`config.mk`:
```
export PLATFORM = sky130hd
export DESIGN_NAME = nibbler_sequencer
export DESIGN_NICKNAME = d
export VERILOG_FILES = /design/src/rtl/nibbler_pkg.sv /design/src/rtl/nibbler_decode.sv /design/src/rtl/nibbler_sequencer.sv
export SDC_FILE = /design/constraint.sdc
export NUM_CORES = 1
export LEC_CHECK = 0
export ABC_AREA = 0
export CORE_AREA = 2 2 77 79
export CTS_CLUSTER_DIAMETER = 80
export CTS_CLUSTER_SIZE = 30
export DETAILED_ROUTE_END_ITERATION = 6
export DIE_AREA = 0 0 79 81
export PLACE_DENSITY = 0.75
export SLEW_MARGIN = 25
export SYNTH_ARGS = -nofsm -noshare
export SYNTH_HDL_FRONTEND = slang
export SYNTH_HIERARCHICAL = 1
export SYNTH_SLANG_ARGS = --single-unit
```
`constraint.sdc`:
```
create_clock -name clk -period 5.55 [get_ports clk]
set_clock_uncertainty 0.2 [all_clocks]
set_input_delay 0.555 -clock clk [delete_from_list [all_inputs] [get_ports clk]]
set_output_delay 0.555 -clock clk [all_outputs]
set_load 0.05 [all_outputs]
```
`src/rtl/nibbler_pkg.sv`:
```
// nibbler_pkg: constants and types shared by the nibbler sequencer slice.
//   - Opcode encodings OP_LIT .. OP_F (IR[7:4]).
//   - ALU select codes driven on alu_s.
//   - Sequencer state encodings.
//   - Jump-condition codes and the decoded control word.
// Optional feature macro: NIBBLER_HALT_EN (opcode F becomes HALT, else NOP).
package nibbler_pkg;

   localparam logic [3:0] OP_LIT   = 4'h0;
   localparam logic [3:0] OP_CMPI  = 4'h1;
   localparam logic [3:0] OP_ADDI  = 4'h2;
   localparam logic [3:0] OP_NANDI = 4'h3;
   localparam logic [3:0] OP_LD    = 4'h4;
   localparam logic [3:0] OP_ST    = 4'h5;
   localparam logic [3:0] OP_ADDM  = 4'h6;
   localparam logic [3:0] OP_CMPM  = 4'h7;
   localparam logic [3:0] OP_NANDM = 4'h8;
   localparam logic [3:0] OP_JC    = 4'h9;
   localparam logic [3:0] OP_JNC   = 4'hA;
   localparam logic [3:0] OP_JZ    = 4'hB;
   localparam logic [3:0] OP_JNZ   = 4'hC;
   localparam logic [3:0] OP_JMP   = 4'hD;
   localparam logic [3:0] OP_OUT   = 4'hE;
   localparam logic [3:0] OP_F     = 4'hF;

   localparam logic [2:0] ALU_PASS_A = 3'd0;
   localparam logic [2:0] ALU_SUB    = 3'd1;
   localparam logic [2:0] ALU_PASS_B = 3'd2;
   localparam logic [2:0] ALU_ADD    = 3'd3;
   localparam logic [2:0] ALU_NAND   = 3'd4;

   localparam logic [1:0] S_FETCH  = 2'd0;
   localparam logic [1:0] S_FETCH2 = 2'd1;
   localparam logic [1:0] S_EXEC   = 2'd2;

   localparam logic [2:0] JC_C      = 3'd0;
   localparam logic [2:0] JC_NC     = 3'd1;
   localparam logic [2:0] JC_Z      = 3'd2;
   localparam logic [2:0] JC_NZ     = 3'd3;
   localparam logic [2:0] JC_ALWAYS = 3'd4;

   typedef struct packed {
      logic       two_byte;
      logic [2:0] alu_s;
      logic       b_from_mem;
      logic       wr_acc;
      logic       upd_c;
      logic       upd_z;
      logic       is_jmp;
      logic [2:0] jcond;
      logic       is_st;
      logic       is_out;
`ifdef NIBBLER_HALT_EN
      logic       is_halt;
`endif
   } ctrl_t;

endpackage

```
`src/rtl/nibbler_decode.sv`:
```
// nibbler_decode: combinational opcode -> control word decoder.
// Ports:
//   opcode  in   4       instruction opcode (IR[7:4] or ROM byte [7:4])
//   ctrl    out  ctrl_t  decoded control word
// Optional feature macro: NIBBLER_HALT_EN (sets ctrl.is_halt for opcode F).
module nibbler_decode
   import nibbler_pkg::*;
(
   input  logic [3:0] opcode,
   output ctrl_t      ctrl
);

   always_comb begin
      ctrl          = '0;
      ctrl.alu_s    = ALU_PASS_A;
      ctrl.jcond    = JC_ALWAYS;
      ctrl.two_byte = (opcode >= OP_LD) && (opcode <= OP_JMP);
      case (opcode)
         OP_LIT: begin
            ctrl.alu_s  = ALU_PASS_B;
            ctrl.wr_acc = 1'b1;
            ctrl.upd_z  = 1'b1;
         end
         OP_CMPI: begin
            ctrl.alu_s = ALU_SUB;
            ctrl.upd_c = 1'b1;
            ctrl.upd_z = 1'b1;
         end
         OP_ADDI: begin
            ctrl.alu_s  = ALU_ADD;
            ctrl.wr_acc = 1'b1;
            ctrl.upd_c  = 1'b1;
            ctrl.upd_z  = 1'b1;
         end
         OP_NANDI: begin
            ctrl.alu_s  = ALU_NAND;
            ctrl.wr_acc = 1'b1;
            ctrl.upd_z  = 1'b1;
         end
         OP_LD: begin
            ctrl.alu_s      = ALU_PASS_B;
            ctrl.b_from_mem = 1'b1;
            ctrl.wr_acc     = 1'b1;
            ctrl.upd_z      = 1'b1;
         end
         OP_ST: ctrl.is_st = 1'b1;
         OP_ADDM: begin
            ctrl.alu_s      = ALU_ADD;
            ctrl.b_from_mem = 1'b1;
            ctrl.wr_acc     = 1'b1;
            ctrl.upd_c      = 1'b1;
            ctrl.upd_z      = 1'b1;
         end
         OP_CMPM: begin
            ctrl.alu_s      = ALU_SUB;
            ctrl.b_from_mem = 1'b1;
            ctrl.upd_c      = 1'b1;
            ctrl.upd_z      = 1'b1;
         end
         OP_NANDM: begin
            ctrl.alu_s      = ALU_NAND;
            ctrl.b_from_mem = 1'b1;
            ctrl.wr_acc     = 1'b1;
            ctrl.upd_z      = 1'b1;
         end
         OP_JC: begin
            ctrl.is_jmp = 1'b1;
            ctrl.jcond  = JC_C;
         end
         OP_JNC: begin
            ctrl.is_jmp = 1'b1;
            ctrl.jcond  = JC_NC;
         end
         OP_JZ: begin
            ctrl.is_jmp = 1'b1;
            ctrl.jcond  = JC_Z;
         end
         OP_JNZ: begin
            ctrl.is_jmp = 1'b1;
            ctrl.jcond  = JC_NZ;
         end
         OP_JMP: ctrl.is_jmp = 1'b1;
         OP_OUT: ctrl.is_out = 1'b1;
         OP_F: begin
`ifdef NIBBLER_HALT_EN
            ctrl.is_halt = 1'b1;
`endif
         end
         default: ;
      endcase
   end

endmodule

```
`src/rtl/nibbler_sequencer.sv`:
```
// nibbler_sequencer: fetch/decode/execute sequencer in front of a 4-bit ALU.
// Owns PC, IR, ACC and the C/Z flags; drives the ALU, program ROM, data RAM
// and a 4-bit output port.
// Ports:
//   clk, rst_n            clock (rising edge), asynchronous active-low reset
//   run                   permit a new fetch (sampled in FETCH only)
//   prog_addr/prog_data   program ROM address (= PC) / combinational byte
//   data_addr/data_rdata  data RAM address {operand, addr_lo} / read nibble
//   data_wdata/data_we    RAM write data (= ACC) / write strobe (EXEC of ST)
//   alu_s/alu_a/alu_b     ALU select / A (= ACC) / B operand
//   alu_y/alu_zero/alu_cout  ALU result, zero flag, carry/borrow
//   acc_q, flag_c, flag_z ACC and registered flags
//   out_data/out_valid    output port register / one-clock pulse on OUT
//   halted                halt status
// Optional feature macro: NIBBLER_HALT_EN (opcode F = HALT; else NOP and
// halted is tied to 0).
module nibbler_sequencer
   import nibbler_pkg::*;
#(
   parameter int unsigned     PC_W     = 12,
   parameter logic [PC_W-1:0] RESET_PC = '0
) (
   input  logic            clk,
   input  logic            rst_n,
   input  logic            run,
   output logic [PC_W-1:0] prog_addr,
   input  logic [7:0]      prog_data,
   output logic [PC_W-1:0] data_addr,
   input  logic [3:0]      data_rdata,
   output logic [3:0]      data_wdata,
   output logic            data_we,
   output logic [2:0]      alu_s,
   output logic [3:0]      alu_a,
   output logic [3:0]      alu_b,
   input  logic [3:0]      alu_y,
   input  logic            alu_zero,
   input  logic            alu_cout,
   output logic [3:0]      acc_q,
   output logic            flag_c,
   output logic            flag_z,
   output logic [3:0]      out_data,
   output logic            out_valid,
   output logic            halted
);

   logic [1:0]      state_q, state_d;
   logic [PC_W-1:0] pc_q, pc_d;
   logic [7:0]      ir_q, ir_d;
   logic [7:0]      addr_lo_q, addr_lo_d;
   logic [3:0]      acc_d;
   logic            c_q, c_d;
   logic            z_q, z_d;
   logic [3:0]      out_data_q, out_data_d;
   logic            out_valid_q, out_valid_d;
   logic            halt_hold;

   logic [3:0]      dec_op;
   ctrl_t           ctrl;
   logic [PC_W-1:0] target;
   logic            jump_taken;
   logic            in_exec;

`ifdef NIBBLER_HALT_EN
   logic            halted_q, halted_d;
   assign halt_hold = halted_q;
   assign halted    = halted_q;
`else
   assign halt_hold = 1'b0;
   assign halted    = 1'b0;
`endif

   // One decoder serves both phases: in FETCH it sees the incoming ROM byte
   // (to choose FETCH2 vs EXEC), afterwards it sees the latched IR.
   assign dec_op = (state_q == S_FETCH) ? prog_data[7:4] : ir_q[7:4];

   nibbler_decode u_decode (
      .opcode (dec_op),
      .ctrl   (ctrl)
   );

   assign in_exec = (state_q == S_EXEC);
   assign target  = PC_W'({ir_q[3:0], addr_lo_q});

   always_comb begin
      case (ctrl.jcond)
         JC_C:    jump_taken = c_q;
         JC_NC:   jump_taken = ~c_q;
         JC_Z:    jump_taken = z_q;
         JC_NZ:   jump_taken = ~z_q;
         default: jump_taken = 1'b1;
      endcase
   end

   assign prog_addr  = pc_q;
   assign data_addr  = target;
   assign data_wdata = acc_q;
   assign data_we    = in_exec & ctrl.is_st;
   assign alu_a      = acc_q;
   assign alu_s      = in_exec ? ctrl.alu_s : ALU_PASS_A;
   assign alu_b      = in_exec ? (ctrl.b_from_mem ? data_rdata : ir_q[3:0]) : 4'h0;
   assign flag_c     = c_q;
   assign flag_z     = z_q;
   assign out_data   = out_data_q;
   assign out_valid  = out_valid_q;

   always_comb begin
      state_d     = state_q;
      pc_d        = pc_q;
      ir_d        = ir_q;
      addr_lo_d   = addr_lo_q;
      acc_d       = acc_q;
      c_d         = c_q;
      z_d         = z_q;
      out_data_d  = out_data_q;
      out_valid_d = 1'b0;
`ifdef NIBBLER_HALT_EN
      halted_d    = halted_q;
`endif
      case (state_q)
         S_FETCH: begin
            if (run && !halt_hold) begin
               ir_d    = prog_data;
               pc_d    = pc_q + PC_W'(1);
               state_d = ctrl.two_byte ? S_FETCH2 : S_EXEC;
            end
         end
         S_FETCH2: begin
            addr_lo_d = prog_data;
            pc_d      = pc_q + PC_W'(1);
            state_d   = S_EXEC;
         end
         S_EXEC: begin
            if (ctrl.wr_acc) acc_d = alu_y;
            if (ctrl.upd_c)  c_d   = alu_cout;
            if (ctrl.upd_z)  z_d   = alu_zero;
            if (ctrl.is_jmp && jump_taken) pc_d = target;
            if (ctrl.is_out) begin
               out_data_d  = acc_q;
               out_valid_d = 1'b1;
            end
`ifdef NIBBLER_HALT_EN
            if (ctrl.is_halt) halted_d = 1'b1;
`endif
            state_d = S_FETCH;
         end
         default: state_d = S_FETCH;
      endcase
   end

   always_ff @(posedge clk or negedge rst_n) begin
      if (!rst_n) begin
         state_q     <= S_FETCH;
         pc_q        <= RESET_PC;
         ir_q        <= '0;
         addr_lo_q   <= '0;
         acc_q       <= '0;
         c_q         <= 1'b0;
         z_q         <= 1'b0;
         out_data_q  <= '0;
         out_valid_q <= 1'b0;
      end else begin
         state_q     <= state_d;
         pc_q        <= pc_d;
         ir_q        <= ir_d;
         addr_lo_q   <= addr_lo_d;
         acc_q       <= acc_d;
         c_q         <= c_d;
         z_q         <= z_d;
         out_data_q  <= out_data_d;
         out_valid_q <= out_valid_d;
      end
   end

`ifdef NIBBLER_HALT_EN
   always_ff @(posedge clk or negedge rst_n) begin
      if (!rst_n) halted_q <= 1'b0;
      else        halted_q <= halted_d;
   end
`endif

endmodule

```
=== Word-level counts from Yosys, hierarchy flattened ===
Index checks and enable logic that the tools add are counted.
W data, S select, Z words.

* Add/sub/neg operators: 1
* Order comparisons: 2
* Equality and inequality tests: 21
* Muxes and demuxes: 22
* Bitwise gates (word level): 3
* Reductions and logical operators: 21

{| class="wikitable"
|+ Operators by type and width
! cell !! count
|-
| $pmux W12 S3 || 1
|-
| $eq A4 B4 Y1 const B || 7
|-
| $mux W12 || 2
|-
| $pmux W3 S4 || 2
|-
| $eq A4 B3 Y1 const B || 4
|-
| $add A12 B1 Y12 const B || 1
|-
| $mux W4 || 3
|-
| $reduce_and A2 Y1 || 5
|-
| $mux W1 || 9
|-
| $eq A4 B2 Y1 const B || 2
|-
| $reduce_or A2 Y1 || 4
|-
| $reduce_or A4 Y1 || 2
|-
| $reduce_or A8 Y1 || 1
|-
| $eq A3 B2 Y1 const B || 2
|-
| $reduce_or A6 Y1 || 1
|-
| $reduce_or A5 Y1 || 1
|-
| $eq A4 B1 Y1 const B || 1
|-
| $ge A4 B3 Y1 const B || 1
|-
| $le A4 B4 Y1 const B || 1
|-
| $logic_not A4 Y1 || 1
|-
| $mux W2 || 2
|-
| $pmux W1 S4 || 1
|-
| $pmux W2 S2 || 1
|-
| $eq A3 B1 Y1 const B || 1
|-
| 12 further kinds || 14
|}

* Bits in registers: 41
* Input port bits: 21
* Word-level logic and storage cells: 79

=== Longest topological paths before layout ===
* Depth after elaboration: 9
* Depth in mapped cells: 12
* Mapped depth without buffers: 9

=== Cells and area by module ===
The synthesis kept the hierarchy.

{| class="wikitable"
|+ By module, submodules not included
! module !! times used !! cells each !! area an instance (µm²)
|-
| nibbler_sequencer || 1 || 201 || 2,195.9
|-
| nibbler_decode || 1 || 37 || 211.5
|}

=== Worst setup path before layout ===
Ideal clock, no wire load.

* Path kind: register to output
* From: register state_q[1]
* To: output alu_b[0]
* Arrival time: 2,641 ps
* Data required time: 4,795 ps
* Setup slack: 2,154 ps
* Cell stages (with the launch flop): 9
* Buffers on the path: 2
* Cell sequence: dfrtp_1 buf_4 nor2_1 mux2_2 or3_4 o21ai_1 buf_1 mux2i_1 nor2_1

{| class="wikitable"
|+ RTL lines
! element !! RTL line !! text
|-
| from (decl) || nibbler_sequencer.sv:46 || <nowiki>logic [1:0] state_q, state_d;</nowiki>
|-
| from (signal assigned) || nibbler_sequencer.sv:162 || <nowiki>state_q <= state_d;</nowiki>
|-
| to (decl) || nibbler_sequencer.sv:34 || <nowiki>output logic [3:0] alu_b,</nowiki>
|}

==> impl_metrics.py <==
metrics = {
    "clock_tree": {
        "clockBufferDepth": 2,
        "cts.sinks": 41,
        "tritoncts.num_buffers": 5,
        "htreeDepth": 2,
        "clock_latency_ns": 0.30,
        "clockRootBuffer": "clkbuf_8",
        "post_cts_resized": 0,
        "postCtsSetupRepairBufs": 0,
        "hold_buffers": 0,
        "cts.reportedPaths.clkPinSlew_ns": 0.07,
        "cts_tree": "built",
    },
    "route": {
        "drtIter0Drc": 128,
        "drtPass1Iterations": 4,
        "via_per_inst": 5.32,
        "num_vias": 1906,
        "routed_wl_mm": 5.50,
        "wire_per_inst_microns": 15.4,
        "drc_errors": 0,
        "antenna_left": 0,
    },
    "status": {
        "status": "complete, no violations",
    },
    "floorplan": {
        "ios": 73,
        "fp.coreArea_sq_um": 5680,
        "start_util": 0.424,
        "num_rows": 28,
        "die_x_microns": 79,
        "dieArea_sq_um": 6400,
        "die_h_microns": 81,
    },
    "global_route": {
        "met3_usage": 0.0333,
        "globalRouteMet2Util": 0.258,
        "grt_pass1_wl_mm": 8.89,
        "grt_usage": 0.180,
        "grt_pass1_vias": 1746,
        "overflow": 0,
        "grt_max_degree": 42,
        "grtUsageMet1": 0.272,
        "antenna_found_initial": 0,
        "busiest_layer": "met1",
    },
    "place": {
        "placed_area_sq_um": 3000,
        "port_buffers": 71,
        "globalplace.congestion": 0.785,
        "dp.final_hpwl_mm": 3.92,
    },
    "worst_setup_path": {
        "path_class": "flop to output pin",
        "critPathSlowestCell": "clkdlybuf4s50_1",
        "r2r-end": "prog_addr[1]$_DFFE_PN0P_",
        "crit_required_ns": 4.80,
        "rr_worst_depth": 9,
        "crit_start": "state_q[1]$_DFFE_PN0P_",
        "cp_slowest_stage_delay_ns": 0.83,
        "startpoint_type": "flop",
        "cp.arrival_ns": 3.69,
        "cpMostUsedCell": "nor2_1",
        "path_cells": "nor2_1 > mux2_2 > or3_4 > o21ai_1 > mux2i_1 > nor2_1 > clkdlybuf4s50_1",
        "crit_cells": 7,
        "cp_top_family": "simple AND/OR/NAND/NOR gates",
        "r2r_slack_ns": 1.95,
        "cp_max_fo": 14,
        "cp-end-kind": "output pin",
        "timing.rr.start": "state_q[1]$_DFFE_PN0P_",
        "path_buf_inv": 1,
    },
    "timing": {
        "worst_pin_slew_ns": 1.01,
        "finalSetupTns_ns": 0,
        "slew_headroom": 0.325,
        "setup_viol": 0,
        "drv_slew": 0,
        "post-route-min-period_ns": 4.44,
        "rsz0062_at_grt": "false",
        "fmax_mhz": 225,
        "hold_viol": 0,
        "layout_worst_path_cycle_share": 0.801,
    },
    "yosys": {
        "syn_inst": 238,
        "synth_seq_cells": 41,
        "yosysSeqAreaShare": 0.426,
        "avgSynthCellArea_sq_um": 10.1,
        "synth_most_common_cell": "dfrtp_1",
        "async_reset_ff_frac": 1.00,
        "ys.flop_type": "dfrtp_1",
        "synth-edff-count": 0,
        "netlist.area_leader.share": 0.426,
        "ys.warnings.count": 6,
        "synthesis.area_sq_um": 2410,
        "synth.distinct_cells": 43,
        "yosys.area.top_type": "dfrtp_1",
        "synthesis.nets": 260,
        "synth_area_leaders": "dfrtp_1 43%, mux2_2 14%, buf_4 5.3%, a2bb2oi_1 4.0%, nand2_1 2.8%",
        "yosys-top-cells-count": "41 x dfrtp_1, 30 x mux2_2, 18 x nand2_1, 18 x nor2_1, 17 x buf_4",
    },
    "final_layout": {
        "drive_above_1_share": 0.166,
        "final_area_sq_um": 3100,
        "area_growth_pct": 28.6,
        "fin_nets": 305,
        "antenna_cells": 0,
    },
    "run": {
        "drv_cap": 0,
    },
    "worst_hold_path": {
        "worstHoldPathType": "primary input to asynchronous set/reset pin",
    },
}
worst max-delay path by stage:
stage / to / slack (ns)
3_5_place_dp: alu_b[3] / 1.38
5_1_grt: alu_b[3] / 0.91
6_report: alu_b[0] / 1.11
2_1_floorplan: alu_b[0] / 2.15
4_1_cts: alu_b[0] / 1.13
3_3_place_gp: alu_b[0] / 1.42
final cells by class:
type | instances | area (sq um)
inverters | 4 | 15.0
clock buffers | 6 | 82.6
clock inverters | 1 | 7.51
fillers | 545 | 2580
repair buffers | 71 | 708
well taps | 75 | 93.8
flip-flops and latches | 41 | 1030
multi-input cells | 160 | 1160
through the flow:
step                      cells  hold WS [ns]  setup WS, ns  utilization
final                       358        0.0330          1.11        0.545
after floorplan             238        0.0594          2.15            -
after detailed placement    351         0.292          1.38        0.529
after CTS                   358         0.213          1.13        0.545
after global placement      351         0.290          1.42        0.529
after global routing        358        0.0789         0.912        0.545
sequential cells by signal (all words and copies together) (netlist names):
signal     count
acc_q          4
addr_lo_q      8
flag_c         1
flag_z         1
ir_q           8
out_data       4
out_valid      1
prog_addr     12
state_q        2
per-layer routing:
layer	up-vias	wire length [microns]
met5	-	0
met4	0	78
met3	6	369
met2	57	2580
met1	926	2470
li1	917	-
logic make-up (layout without fill, tap and decap cells):
kind of cell / after synthesis / in the layout / synth area share
simple gates: 80 / 80 / 0.172
compound gates: 39 / 39 / 0.114
fa+ha+maj: 1 / 1 / 0.00520
other cells: 1 / 1 / 0.00156
mux: 37 / 37 / 0.182
buf+inv: 37 / 82 / 0.0920
flops: 41 / 41 / 0.426
xor+xnor: 2 / 2 / 0.00728
placed cells by master (no fill, tap or decap), types with 2 or more instances in the layout:
cell type / n
nor2_1: 18
nand3_1: 8
dfrtp_1: 41
and2_1: 6
mux2i_1: 4
nand2_1: 18
clkbuf_8: 6
mux2i_4: 2
o21a_1: 2
a2bb2oi_1: 11
nand2b_1: 3
a21oi_1: 4
a31oi_1: 2
nand3b_1: 3
nor3b_1: 2
a41oi_1: 2
nor3_1: 7
inv_1: 3
xnor2_1: 2
o21ai_0: 5
mux2_2: 30
and3_1: 4
o22ai_1: 7
nor2b_1: 2
clkdlybuf4s50_1: 70
nand4_1: 2
a211oi_1: 4
Power is left out: the tool's default activity adds up to more than one toggle a clock period on the data nets, which glitch-free logic cannot reach.
